$ cat src/rtl/rom_reader_pkg.sv
// Shared types and constants for the ROM reader and the address display.
// Holds the sequencer state encoding and default bus widths.
package rom_reader_pkg;

  localparam int ADDR_WIDTH_DEF = 9;
  localparam int DATA_WIDTH_DEF = 8;

  typedef enum logic [2:0] {
    IDLE    = 3'd0,
    SETUP   = 3'd1,
    ACCESS  = 3'd2,
    HANDOFF = 3'd3,
    HOLD    = 3'd4,
    DONE    = 3'd5
  } state_t;

  // Bits needed to hold the larger of two cycle counts.
  function automatic int timer_bits(input int a, input int b);
    int m;
    m = (a > b) ? a : b;
    return (m < 1) ? 1 : $clog2(m + 1);
  endfunction

endpackage

$ cat src/rtl/rom_read_sequencer_if.sv
// ROM bus and downstream byte stream of the ROM read sequencer.
// master = sequencer side, slave = ROM plus downstream consumer.
interface rom_read_sequencer_if
  import rom_reader_pkg::*;
#(
  parameter int ADDR_WIDTH = ADDR_WIDTH_DEF,
  parameter int DATA_WIDTH = DATA_WIDTH_DEF
) ();

  logic [ADDR_WIDTH-1:0] rom_address;
  logic                  rom_cs_n;
  logic                  rom_oe_n;
  logic [DATA_WIDTH-1:0] rom_data;
  logic [DATA_WIDTH-1:0] data_out;
  logic                  data_valid;
  logic                  data_ready;

  modport master (
    output rom_address,
    output rom_cs_n,
    output rom_oe_n,
    input  rom_data,
    output data_out,
    output data_valid,
    input  data_ready
  );

  modport slave (
    input  rom_address,
    input  rom_cs_n,
    input  rom_oe_n,
    output rom_data,
    input  data_out,
    input  data_valid,
    output data_ready
  );

endinterface

$ cat src/rtl/rom_read_sequencer_wait_timer.sv
// Loadable down-counter shared by the access and dwell phases.
// Stops at zero; expired is flagged while the count is zero.
module wait_timer #(
  parameter int WIDTH = 17
) (
  input  logic             clk,
  input  logic             reset,
  input  logic             load,
  input  logic [WIDTH-1:0] load_value,
  output logic             expired
);

  logic [WIDTH-1:0] count;

  always_ff @(posedge clk or posedge reset) begin
    if (reset) begin
      count <= '0;
    end else if (load) begin
      count <= load_value;
    end else if (count != '0) begin
      count <= count - WIDTH'(1);
    end
  end

  assign expired = (count == '0);

endmodule

$ cat src/rtl/rom_read_sequencer.sv
// Walks a parallel ROM from address 0 to LAST_ADDRESS, hands each byte
// downstream over valid/ready and dwells so the display can show it.
module rom_read_sequencer
  import rom_reader_pkg::*;
#(
  parameter int ADDR_WIDTH    = ADDR_WIDTH_DEF,
  parameter int DATA_WIDTH    = DATA_WIDTH_DEF,
  parameter int LAST_ADDRESS  = 511,
  parameter int ACCESS_CYCLES = 10,
  parameter int HOLD_CYCLES   = 100000
) (
  input  logic clk,
  input  logic reset,
  input  logic start,
  input  logic abort,
  rom_read_sequencer_if.master bus,
  output logic busy,
  output logic done
);

  localparam int TW = timer_bits(ACCESS_CYCLES, HOLD_CYCLES);

  localparam logic [TW-1:0] ACCESS_LOAD =
    TW'(ACCESS_CYCLES - 1);
  localparam logic [TW-1:0] HOLD_LOAD =
    TW'((HOLD_CYCLES > 0) ? HOLD_CYCLES - 1 : 0);
  localparam logic [ADDR_WIDTH-1:0] LAST =
    ADDR_WIDTH'(LAST_ADDRESS);
  localparam bit NO_DWELL = (HOLD_CYCLES == 0);

  state_t                state;
  logic [ADDR_WIDTH-1:0] address;
  logic                  cs_n;
  logic                  oe_n;
  logic [DATA_WIDTH-1:0] data;
  logic                  valid;

  logic                  expired;
  logic                  handshake;
  logic                  hold_exit;
  logic                  timer_load;
  logic [TW-1:0]         timer_value;

  assign handshake = (state == HANDOFF) && valid
                   && bus.data_ready;

  // With no dwell the address advances on the handshake edge itself.
  assign hold_exit = ((state == HOLD) && expired)
                   || (handshake && NO_DWELL);

  assign timer_load  = (state == SETUP) || handshake;
  assign timer_value = (state == SETUP) ? ACCESS_LOAD : HOLD_LOAD;

  wait_timer #(
    .WIDTH(TW)
  ) u_timer (
    .clk       (clk),
    .reset     (reset),
    .load      (timer_load),
    .load_value(timer_value),
    .expired   (expired)
  );

  always_ff @(posedge clk or posedge reset) begin
    if (reset) begin
      state   <= IDLE;
      address <= '0;
      cs_n    <= 1'b1;
      oe_n    <= 1'b1;
      data    <= '0;
      valid   <= 1'b0;
      busy    <= 1'b0;
      done    <= 1'b0;
    end else if (abort) begin
      state <= IDLE;
      cs_n  <= 1'b1;
      oe_n  <= 1'b1;
      valid <= 1'b0;
      busy  <= 1'b0;
      done  <= 1'b0;
    end else begin
      unique case (state)
        IDLE, DONE: begin
          if (start) begin
            state   <= SETUP;
            address <= '0;
            cs_n    <= 1'b0;
            busy    <= 1'b1;
            done    <= 1'b0;
          end
        end
        SETUP: begin
          state <= ACCESS;
          oe_n  <= 1'b0;
        end
        ACCESS: begin
          if (expired) begin
            data  <= bus.rom_data;
            valid <= 1'b1;
            oe_n  <= 1'b1;
            cs_n  <= 1'b1;
            state <= HANDOFF;
          end
        end
        HANDOFF: begin
          if (bus.data_ready) begin
            valid <= 1'b0;
            state <= HOLD;
          end
        end
        HOLD: state <= HOLD;
        default: state <= IDLE;
      endcase

      if (hold_exit) begin
        if (address == LAST) begin
          state <= DONE;
          busy  <= 1'b0;
          done  <= 1'b1;
        end else begin
          address <= address + ADDR_WIDTH'(1);
          state   <= SETUP;
          cs_n    <= 1'b0;
        end
      end
    end
  end

  assign bus.rom_address = address;
  assign bus.rom_cs_n    = cs_n;
  assign bus.rom_oe_n    = oe_n;
  assign bus.data_out    = data;
  assign bus.data_valid  = valid;

endmodule

$ cat src/flat_wrapper.sv
// flat-port wrapper written by rule: the top's interface ports become plain ports
module rom_read_sequencer_flat import rom_reader_pkg::*;
#(
  parameter int ADDR_WIDTH    = ADDR_WIDTH_DEF,
  parameter int DATA_WIDTH    = DATA_WIDTH_DEF,
  parameter int LAST_ADDRESS  = 511,
  parameter int ACCESS_CYCLES = 10,
  parameter int HOLD_CYCLES   = 100000
)
  (clk, reset, start, abort, busy, done, bus_rom_address, bus_rom_cs_n, bus_rom_oe_n, bus_rom_data, bus_data_out, bus_data_valid, bus_data_ready);
  rom_read_sequencer_if #(.ADDR_WIDTH(ADDR_WIDTH), .DATA_WIDTH(DATA_WIDTH)) bus_i ();
  input  logic clk;
  input  logic reset;
  input  logic start;
  input  logic abort;
  output logic busy;
  output logic done;
  output wire logic [$bits(bus_i.rom_address)-1:0] bus_rom_address;
  output wire logic [$bits(bus_i.rom_cs_n)-1:0] bus_rom_cs_n;
  output wire logic [$bits(bus_i.rom_oe_n)-1:0] bus_rom_oe_n;
  input wire logic [$bits(bus_i.rom_data)-1:0] bus_rom_data;
  output wire logic [$bits(bus_i.data_out)-1:0] bus_data_out;
  output wire logic [$bits(bus_i.data_valid)-1:0] bus_data_valid;
  input wire logic [$bits(bus_i.data_ready)-1:0] bus_data_ready;
  assign bus_rom_address = bus_i.rom_address;
  assign bus_rom_cs_n = bus_i.rom_cs_n;
  assign bus_rom_oe_n = bus_i.rom_oe_n;
  assign bus_i.rom_data = bus_rom_data;
  assign bus_data_out = bus_i.data_out;
  assign bus_data_valid = bus_i.data_valid;
  assign bus_i.data_ready = bus_data_ready;
  rom_read_sequencer #(.ADDR_WIDTH(ADDR_WIDTH), .DATA_WIDTH(DATA_WIDTH), .LAST_ADDRESS(LAST_ADDRESS), .ACCESS_CYCLES(ACCESS_CYCLES), .HOLD_CYCLES(HOLD_CYCLES)) u_core (.clk(clk), .reset(reset), .start(start), .abort(abort), .bus(bus_i), .busy(busy), .done(done));
endmodule
$ cat config.mk
export PLATFORM = sky130hd
export DESIGN_NAME = rom_read_sequencer_flat
export DESIGN_NICKNAME = d
export VERILOG_FILES = /design/src/rtl/rom_reader_pkg.sv /design/src/rtl/rom_read_sequencer_if.sv /design/src/rtl/rom_read_sequencer_wait_timer.sv /design/src/rtl/rom_read_sequencer.sv /design/src/flat_wrapper.sv
export SDC_FILE = /design/constraint.sdc
export NUM_CORES = 1
export LEC_CHECK = 0
export CORE_ASPECT_RATIO = 0.9
export CORE_UTILIZATION = 58
export CTS_BUF_LIST = sky130_fd_sc_hd__clkbuf_16
export DETAILED_ROUTE_END_ITERATION = 7
export GPL_TIMING_DRIVEN = 1
export PLACE_DENSITY = 0.84
export SKIP_CTS_REPAIR_TIMING = 1
export SLEW_MARGIN = 20
export SYNTH_ARGS = -nofsm -noshare
export SYNTH_HDL_FRONTEND = slang
export SYNTH_SLANG_ARGS = --single-unit
$ cat constraint.sdc
create_clock -name clk -period 6.5 [get_ports clk]
set_clock_uncertainty 0.05 [all_clocks]
set_input_delay 0.65 -clock clk [delete_from_list [all_inputs] [get_ports clk]]
set_output_delay 0.65 -clock clk [all_outputs]
set_load 0.05 [all_outputs]
==> reports/metrics.csv, run 1 <==
stage,metric,value,unit
worst_hold_path,min-delay-start,u_core.bus.data_out[6]$_DFFE_PP0P_,
die,die_h,62.4,um
critical_path,r2r-start,u_core.u_timer.count[0]$_DFFE_PP0P_,
die,die_w,69.1,um
critical_path,reg2reg_depth,6,
global_routing,grt_pass1_vias,1975,
route,antenna_left,0,
placed_design,portBuffers,34,
route,drt_iter0_drc,205,
worst_hold_path,hp-class,flop to flop,
route,drt_pre_antenna_iters,4,
worst_hold_path,hold_depth,1,
final_layout,layout-drive-gt1-share,10.0,%
critical_path,cp_data_required_time,6.62,ns
outcome,status,finished clean,
sta,hold_viol,0,
clocking,cts_sinks,42,
critical_path,path_class,flop to flop,
yosys,synthDistinctLibCells,54,
power,ir_drop,280,uV
sta,fmax,363,MHz
sta,tightest_slew,0.860,ns
sta,min_period_over_period,42.3,%
global_routing,grt_usage,26.9,%
final_layout,antenna_cells,0,
placed_design,hpwl,3600,um
die,core_area,3780,um2
power,pwr-share-seq,34.7,%
yosys,synth.avg_cell_area,9.95,um2
sta,rsz0062_at_grt,no,
sta,finalCriticalPeriod,2.75,ns
power,swShare,39.5,%
critical_path,reg2reg_to,u_core.bus.data_out[2]$_DFFE_PP0P_,
route,vias_per_cell,6.46,
global_routing,grt.overflow.total,0,
final_layout,design_area,2880,um2
global_routing,grt_pass1_wl,9150,um
sta,fin_ws,3.75,ns
critical_path,worstPathMaxFanout,8,
sta,setup_tns,0,ns
yosys,yosysSeqAreaShare,44.9,%
yosys,synth_fp_nets,253,
yosys,postSynthCellCount,236,
critical_path,ff2ff_setup_slack,3.75,ns
clocking,htree_num_levels,2,
yosys,yosysWarningCount,0,
placed_design,gp_congestion,0.854,
power,power.switching,0.000441,W
sta,setup_viol_count_final,0,
route,drcViolationCount,0,
yosys,synth-seq-cells,42,
clocking,clk_latency,0.29,ns
final_layout,final_nets,285,
yosys,synth_area,2350,um2
critical_path,crit_arrival,2.87,ns
power,powerDensity,387,nW/um2
global_routing,antenna_found_initial,0,
yosys,async_flop_share,100,%
clocking,clk_pin_slew_worst_paths,0.06,ns
power,p_leak,1.18,nW
worst_hold_path,hold_path_end,u_core.bus.data_out[6]$_DFFE_PP0P_,
placed_design,dpl_cell_area,2720,um2
global_routing,grt_max_degree,43,
power,share_comb_of_total_power,40.3,%
route,routed_wl,5360,um
critical_path,critPathLaunchType,flop,
clocking,tritoncts,built,
die,dieArea,4310,um2
die,rows,21,
clocking,root_buffer,clkbuf_16,
critical_path,end_kind,flop,
clocking,cts.path.max_buffers,2,
route,vias,2036,
run,maxCapViolations,0,
power,internal_power,0.000676,W
placed_design,pre_cts_ws,3.75,ns
sta,finalMaxSlewViolations,0,
die,initial_core_util,62.0,%
die,ios,35,
yosys,synth_edf_count,0,
yosys,synthFlopType,dfrtp_1,
route,routedWlPerCell,17.0,um
final_layout,syn_to_final_growth,22.8,%
clocking,cts_inserted_buffers,5,
final_layout,fillCellCount,274,
sta,relSlewSlack,42.1,%
power,p_clk_share,25.0,%
## Yosys cell counts, types with 6 or more instances
cell       number  area (um2)
mux2_2          9         101
a21oi_1        14        70.1
nand2_1        14        52.6
nand3_1         8        40.0
or4_1           6        45.0
clkbuf_1       10        37.5
o2bb2ai_1       6        52.6
dfrtp_1        40        1000
mux2i_1         9        90.1
or3_1           7        43.8
nor3_1         13        65.1
nor2_1         14        52.6
o21ai_0         7        35.0
nand2b_1        8        50.1
## power by group through the flow
stage	logic, W	clock network [W]	registers [W]
6_report	0.000450	0.000279	0.000388
5_1_grt	0.000491	0.000293	0.000395
4_1_cts	0.000447	0.000283	0.000385
3_5_place_dp	0.000443	0	0.000387
3_3_place_gp	0.000432	0	0.000385
2_1_floorplan	0.000293	0	0.000418
## metal layers
layer  GRT usage (%)  vias up  wire length [um]
li1                -      961                 -
met1            35.6      991              2390
met2            41.6       77              2530
met3            8.12        7               374
met4            9.95        0                57
met5               0        -                 0
## logic make-up (layout without fill, tap and decap cells)
kind of cell	count (synthesis)	in the layout	share of synthesized area [%]
AOI/OAI and AO/OA	60	60	18.4
xor gates and xnor gates	3	3	1.12
adders and majority gates	4	4	2.13
buffers and inverters	16	49	2.61
DFF	42	42	44.9
muxes	18	18	8.16
and+or+nand+nor	93	93	22.7
## layout by cell type (no fill, tap or decap), drive strengths merged, types with 6 or more instances in the layout
cell type	synthesis	routed
a21oi	14	14
dfrtp	40	40
o21ai	7	7
nor3	13	13
clkdlybuf4s50	0	34
nand2b	8	8
or4	7	7
mux2i	9	9
o2bb2ai	6	6
nand2	14	14
mux2	9	9
or3	7	7
nand3	8	8
nor2	14	14
## worst max-delay path, cell delays in order (launching register included)
cell	delay, ns
dfrtp_1	0.40
inv_1	0.11
ha_1	0.20
or3b_2	0.46
or4_1	0.55
nor4_4	0.47
mux2_2	0.40
## how the worst max path moves through the flow
stage / startpoint / endpoint / slack (ns) / cells after the start
2_1_floorplan: u_core.bus.rom_address[0]$_DFFE_PP0N_ / u_core.bus.rom_address[0]$_DFFE_PP0N_ / 3.91 / 8
3_3_place_gp: u_core.u_timer.count[0]$_DFFE_PP0P_ / u_core.bus.data_out[0]$_DFFE_PP0P_ / 3.80 / 6
5_1_grt: u_core.u_timer.count[0]$_DFFE_PP0P_ / u_core.bus.data_out[6]$_DFFE_PP0P_ / 3.61 / 6
4_1_cts: u_core.u_timer.count[0]$_DFFE_PP0P_ / u_core.bus.data_out[2]$_DFFE_PP0P_ / 3.74 / 6
3_5_place_dp: u_core.u_timer.count[0]$_DFFE_PP0P_ / u_core.bus.data_out[2]$_DFFE_PP0P_ / 3.75 / 6
6_report: u_core.u_timer.count[0]$_DFFE_PP0P_ / u_core.bus.data_out[2]$_DFFE_PP0P_ / 3.75 / 6
## through the flow
step / power (W) / hold slack, ns / util, % / std cells
final: 0.00112 / 0.454 / 76.2 / 315
after global routing: 0.00118 / 0.467 / 76.2 / 315
after CTS: 0.00112 / 0.458 / 76.2 / 315
after detailed placement: 0.000831 / 0.446 / 71.8 / 307
after global placement: 0.000816 / 0.439 / 71.8 / 307
after floorplan: 0.000711 / 0.472 / - / 236
## registers in the layout, indices dropped and copies added, names as in the netlist
| register | flops |
|---|---|
| u_core.busy | 1 |
| u_core.bus.data_valid | 1 |
| u_core.done | 1 |
| u_core.bus.rom_oe_n | 1 |
| u_core.bus.rom_address | 9 |
| u_core.u_timer.count | 17 |
| u_core.bus.data_out | 8 |
| u_core.state | 3 |
| u_core.bus.rom_cs_n | 1 |
## cell type report
cell class	instances	area, um2	area share [%]
inverter	5	18.8	0.651
clock inverter	3	40.0	1.39
multi-input combinational	178	1230	42.8
clock buffer	5	125	4.34
timing repair buffer	36	355	12.3
sequential	42	1050	36.5
tap	46	57.6	2.00
(Power assumes the default switching activity.)
==> run 2, diff against run 1 <==
- CORE_UTILIZATION: 58 -> 54
- PLACE_DENSITY: 0.84 -> 0.79
- clock period: 6.5 -> 2.55 ns (I/O delays scaled with it)
==> reports/metrics.csv, run 2 (synthesis gave the netlist of run 1 again) <==
stage,metric,value,unit,change
die,ios,35,,unchanged
clocking,tritoncts,built,,
worst_hold_path,hp-class,input pin to asynchronous set/reset pin,,
final_layout,regMostFlops,u_core.u_timer.count,,
placed_design,hpwl,3760,um,+4.3%
global_routing,antenna_found_initial,0,,unchanged
global_routing,grt.overflow.total,0,,unchanged
placed_design,portBuffers,34,,unchanged
die,core_area,4130,um2,+9.1%
critical_path,critPathLaunchType,flop,,
final_layout,final_common_cell,dfrtp_1,,
clocking,clk_pin_slew_worst_paths,0.06,ns,about the same
critical_path,ff2ff_setup_slack,0.08,ns,-3.67 ns
sta,setup_viol_count_final,0,,unchanged
clocking,cts_inserted_buffers,5,,unchanged
route,routedWlPerCell,16.2,um,-4.9%
power,powerDensity,969,nW/um2,+150%
sta,tightest_slew,0.600,ns,-0.260 ns
sta,finalMaxSlewViolations,0,,unchanged
clocking,htree_num_levels,2,,unchanged
global_routing,grt_max_degree,43,,unchanged
power,ir_drop,646,uV,+130%
power,p_leak,1.25,nW,+5.9%
sta,relSlewSlack,59.8,%,+18 points
critical_path,end_kind,flop,,
sta,rsz0062_at_grt,yes,,
route,drt_pre_antenna_iters,4,,unchanged
final_layout,antenna_cells,0,,unchanged
route,drcViolationCount,0,,unchanged
die,rows,22,,+4.8%
sta,fmax,404,MHz,+11%
final_layout,layout-drive-gt1-share,16.2,%,+6.2 points
outcome,status,finished clean,,
critical_path,cp_data_required_time,2.67,ns,-3.95 ns
clocking,cts_sinks,42,,unchanged
sta,holdWs,0.356,ns,-0.0985 ns
final_layout,fillCellCount,330,,+20%
global_routing,grt_usage,26.7,%,-0.13 points
final_layout,final_nets,300,,+5.3%
route,drt_iter0_drc,201,,-2.0%
sta,setup_tns,0,ns,unchanged
sta,finalCriticalPeriod,2.47,ns,-0.278 ns
clocking,clk_latency,0.28,ns,about the same
final_layout,final_cell_mix,"dfrtp_1, clkdlybuf4s50_1, buf_4",,
global_routing,grt_pass1_wl,9360,um,+2.3%
critical_path,worstPathMaxFanout,9,,+1
final_layout,syn_to_final_growth,27.8,%,
critical_path,crit_arrival,2.59,ns,-0.28 ns
route,vias_per_cell,6.14,,-5.1%
die,die_w,71.5,um,+3.5%
run,maxCapViolations,0,,unchanged
final_layout,largest_reg_flops,17,,unchanged
route,antenna_left,0,,unchanged
clocking,root_buffer,clkbuf_16,,
global_routing,grt_pass1_vias,2000,,+1.3%
clocking,cts.path.max_buffers,2,,unchanged
critical_path,path_class,flop to flop,,
die,dieArea,4610,um2,+7.2%
die,die_h,64.5,um,+3.5%
critical_path,reg2reg_depth,7,,+1
die,initial_core_util,56.8,%,-5.2 points
sta,hold_viol,0,,unchanged
placed_design,gp_congestion,0.843,,-1.2%
sta,min_period_over_period,97.0,%,+55 points
route,routed_wl,5380,um,+0.28%
route,vias,2037,,+0.049%
[run 2: cell count changes in the layout (fill, tap and decap cells not counted), sizes merged]
| cell | previous run | this run |
|---|---|---|
| buf | 2 | 17 |
| inv | 5 | 8 |
| clkinv | 2 | 0 |
| bufinv | 1 | 0 |
[run 2: final timing paths]
path | startpoint | to
setup reg to reg | u_core.u_timer.count[0]$_DFFE_PP0P_ | u_core.bus.rom_address[0]$_DFFE_PP0N_
min in group clk | u_core.bus.data_out[4]$_DFFE_PP0P_ | u_core.bus.data_out[4]$_DFFE_PP0P_
hold reg to reg | u_core.bus.data_out[4]$_DFFE_PP0P_ | u_core.bus.data_out[4]$_DFFE_PP0P_
max in group asynchronous | reset | u_core.bus.rom_address[1]$_DFFE_PP0N_
setup / recovery | u_core.u_timer.count[0]$_DFFE_PP0P_ | u_core.bus.rom_address[0]$_DFFE_PP0N_
hold / removal | reset | u_core.state[0]$_DFFE_PP0P_
[run 2: layout make-up]
| type | count | area [um2] | share of cell area [%] |
|---|---|---|---|
| multi-input cells | 178 | 1260 | 41.9 |
| inverters | 5 | 18.8 | 0.626 |
| clock buffers | 5 | 125 | 4.17 |
| well taps | 48 | 60.1 | 2.00 |
| clock inverters | 3 | 11.3 | 0.375 |
| repair buffers | 51 | 472 | 15.7 |
| flip-flops and latches | 42 | 1060 | 35.2 |
[run 2: metrics by stage]
stage / util [%] / power, W / setup WS (ns) / area (um2) / std cells
global route: 72.6 / 0.00311 / -0.0203 / 3000 / 332
detailed placement: 68.3 / 0.00226 / -0.00659 / 2820 / 322
floorplan: - / 0.00181 / 0.0475 / 2350 / 236
global placement: 68.3 / 0.00222 / 0.0478 / 2820 / 322
CTS: 71.6 / 0.00287 / -0.0273 / 2960 / 330
finish: 72.6 / 0.00291 / 0.0762 / 3000 / 332
[run 2: per-layer routing]
layer / wire, um / up-vias / share of wire, % / GRT usage, %
li1: - / 991 / - / -
met1: 2590 / 986 / 48 / 37.2
met2: 2470 / 51 / 46 / 39.6
met3: 241 / 9 / 4.5 / 7.93
met4: 84 / 0 / 1.6 / 9.56
met5: 0 / - / 0 / 0
[run 2: worst max-delay path, cell delays in order, from the launching register on]
cell       delay, ns
dfrtp_1         0.38
inv_1           0.11
ha_2            0.21
or3b_2          0.47
or4_4           0.45
buf_4           0.17
a2bb2oi_2       0.22
mux2_2          0.29
[run 2: where the power goes]
group	switching (W)	leakage [nW]	total [W]	internal [W]
logic	0.000773	0.618	0.00135	0.000577
registers	0.000146	0.550	0.000970	0.000824
clock network	0.000236	0.0776	0.000588	0.000352
==> run 3, diff against run 2 <==
- CORE_ASPECT_RATIO: 0.9 -> 1.4
==> reports/metrics.csv, run 3 (synthesis gave the netlist of run 1 again) <==
stage,metric,value,unit,change
outcome,status,finished clean,,
route,antenna_left,0,,unchanged
clocking,cts.path.max_buffers,2,,unchanged
final_layout,syn_to_final_growth,27.9,%,about the same
sta,relSlewSlack,61.5,%,+1.6 points
global_routing,grt_pass1_wl,9260,um,-1.1%
power,powerDensity,958,nW/um2,-1.2%
final_layout,final_cell_mix,"dfrtp_1, clkdlybuf4s50_1, buf_4",,
placed_design,dpl_cell_area,2840,um2,+0.67%
route,routed_wl,5500,um,+2.3%
final_layout,regMostFlops,u_core.u_timer.count,,
clocking,cts_inserted_buffers,5,,unchanged
critical_path,reg2reg_depth,7,,unchanged
sta,hold_viol,0,,unchanged
final_layout,final_common_cell,dfrtp_1,,
placed_design,gp_congestion,0.832,,-1.3%
critical_path,path_class,flop to flop,,
route,drcViolationCount,0,,unchanged
power,ir_drop,578,uV,-11%
final_layout,antenna_cells,0,,unchanged
die,core_area,4200,um2,+1.8%
critical_path,cp_data_required_time,2.67,ns,about the same
global_routing,grt_max_degree,43,,unchanged
route,vias,2073,,+1.8%
critical_path,crit_arrival,2.56,ns,-0.03 ns
placed_design,portBuffers,34,,unchanged
global_routing,grt.overflow.total,0,,unchanged
clocking,tritoncts,built,,
sta,finalCriticalPeriod,2.44,ns,-0.0298 ns
die,ios,35,,unchanged
sta,fmax,409,MHz,+1.2%
sta,setup_tns,0,ns,unchanged
global_routing,grt_usage,26.2,%,-0.56 points
sta,tightest_slew,0.576,ns,-0.0246 ns
final_layout,design_area,3000,um2,about the same
sta,min_period_over_period,95.8,%,-1.2 points
die,dieArea,4620,um2,about the same
die,initial_core_util,55.8,%,-1.0 points
power,swShare,40.2,%,+0.47 points
clocking,clk_latency,0.28,ns,about the same
run,maxCapViolations,0,,unchanged
sta,rsz0062_at_grt,no,,
sta,finalMaxSlewViolations,0,,unchanged
worst_hold_path,hp-class,input pin to asynchronous set/reset pin,,
die,die_w,57.7,um,-19%
critical_path,end_kind,flop,,
global_routing,antenna_found_initial,0,,unchanged
power,pwr-share-seq,33.6,%,+0.2 points
critical_path,crit_chain,inv_2 > ha_2 > or3b_2 > or4_4 > nor4_4 > buf_6 > mux2_2,,
critical_path,ff2ff_setup_slack,0.11,ns,+0.03 ns
power,p_clk_share,21.9,%,+1.7 points
route,drt_pre_antenna_iters,4,,unchanged
clocking,cts_sinks,42,,unchanged
critical_path,critPathLaunchType,flop,,
placed_design,hpwl,3790,um,+0.90%
die,die_h,80.0,um,+24%
clocking,clk_pin_slew_worst_paths,0.06,ns,about the same
final_layout,layout-drive-gt1-share,17.5,%,+1.3 points
critical_path,worstPathMaxFanout,8,,-1
power,internal_power,0.00172,W,-1.8%
route,routedWlPerCell,16.7,um,+2.9%
final_layout,final_nets,301,,+0.33%
die,rows,28,,+27%
critical_path,crit_path_max_incr_delay,0.47,ns,about the same
sta,holdWs,0.370,ns,+0.0146 ns
route,vias_per_cell,6.28,,+2.4%
power,p_leak,1.24,nW,-0.47%
critical_path,cp_slowest_cell,or4_4,,
route,drt_iter0_drc,123,,-39%
power,share_comb_of_total_power,44.6,%,-1.8 points
clocking,root_buffer,clkbuf_16,,
global_routing,grt_pass1_vias,2000,,unchanged
final_layout,largest_reg_flops,17,,unchanged
sta,setup_viol_count_final,0,,unchanged
clocking,htree_num_levels,2,,unchanged
power,power.switching,0.00116,W,about the same
## run 3: layout make-up
cell class | count | area (um2)
multi-input cells | 178 | 1240
clock inverters | 3 | 21.3
well taps | 45 | 56.3
inverters | 5 | 18.8
flip-flops and latches | 42 | 1060
repair buffers | 52 | 479
fillers | 340 | 1200
clock buffers | 5 | 125
## run 3: final timing paths
check / start / to
worst min-delay path: reset / u_core.bus.data_out[2]$_DFFE_PP0P_
worst max register to register: u_core.u_timer.count[0]$_DFFE_PP0P_ / u_core.bus.data_out[2]$_DFFE_PP0P_
worst max-delay path: u_core.u_timer.count[0]$_DFFE_PP0P_ / u_core.bus.data_out[2]$_DFFE_PP0P_
min in group clk: u_core.state[2]$_DFFE_PP0P_ / u_core.state[1]$_DFFE_PP0P_
worst min register to register: u_core.state[2]$_DFFE_PP0P_ / u_core.state[1]$_DFFE_PP0P_
max in group asynchronous: reset / u_core.bus.rom_address[0]$_DFFE_PP0N_
## run 3: stage by stage
step	instances	power [W]	util [%]	setup slack [ns]
4_1_cts	330	0.00285	71.0	-0.0165
5_1_grt	330	0.00305	71.4	0.0215
6_report	330	0.00288	71.4	0.106
2_1_floorplan	236	0.00181	-	0.0475
3_3_place_gp	322	0.00220	67.5	0.0532
3_5_place_dp	322	0.00221	67.5	0.00321
## run 3: routing by layer
metal  global-route usage [%]  up-vias  routed length (um)
met5                        0        -                   0
met4                     11.0        0                 114
met3                     4.21       13                 218
met2                     46.6       65                2870
met1                     30.7     1005                2290
li1                         -      990                   -
## run 3: worst max-delay path, delay by kind of cell, from the launching register on
kind / cells / cell delay (ns)
buffers and inverters: 2 / 0.25
muxes: 1 / 0.34
and+or+nand+nor: 3 / 1.09
adders and majority gates: 1 / 0.19
DFF: 1 / 0.40
## run 3: power groups by stage
stage               sequential [W]  combinational [W]  clock, W
floorplan                  0.00106           0.000747         0
global placement          0.000961            0.00124         0
detailed placement        0.000968            0.00125         0
CTS                       0.000957            0.00126  0.000634
global route              0.000987            0.00140  0.000662
finish                    0.000965            0.00128  0.000629
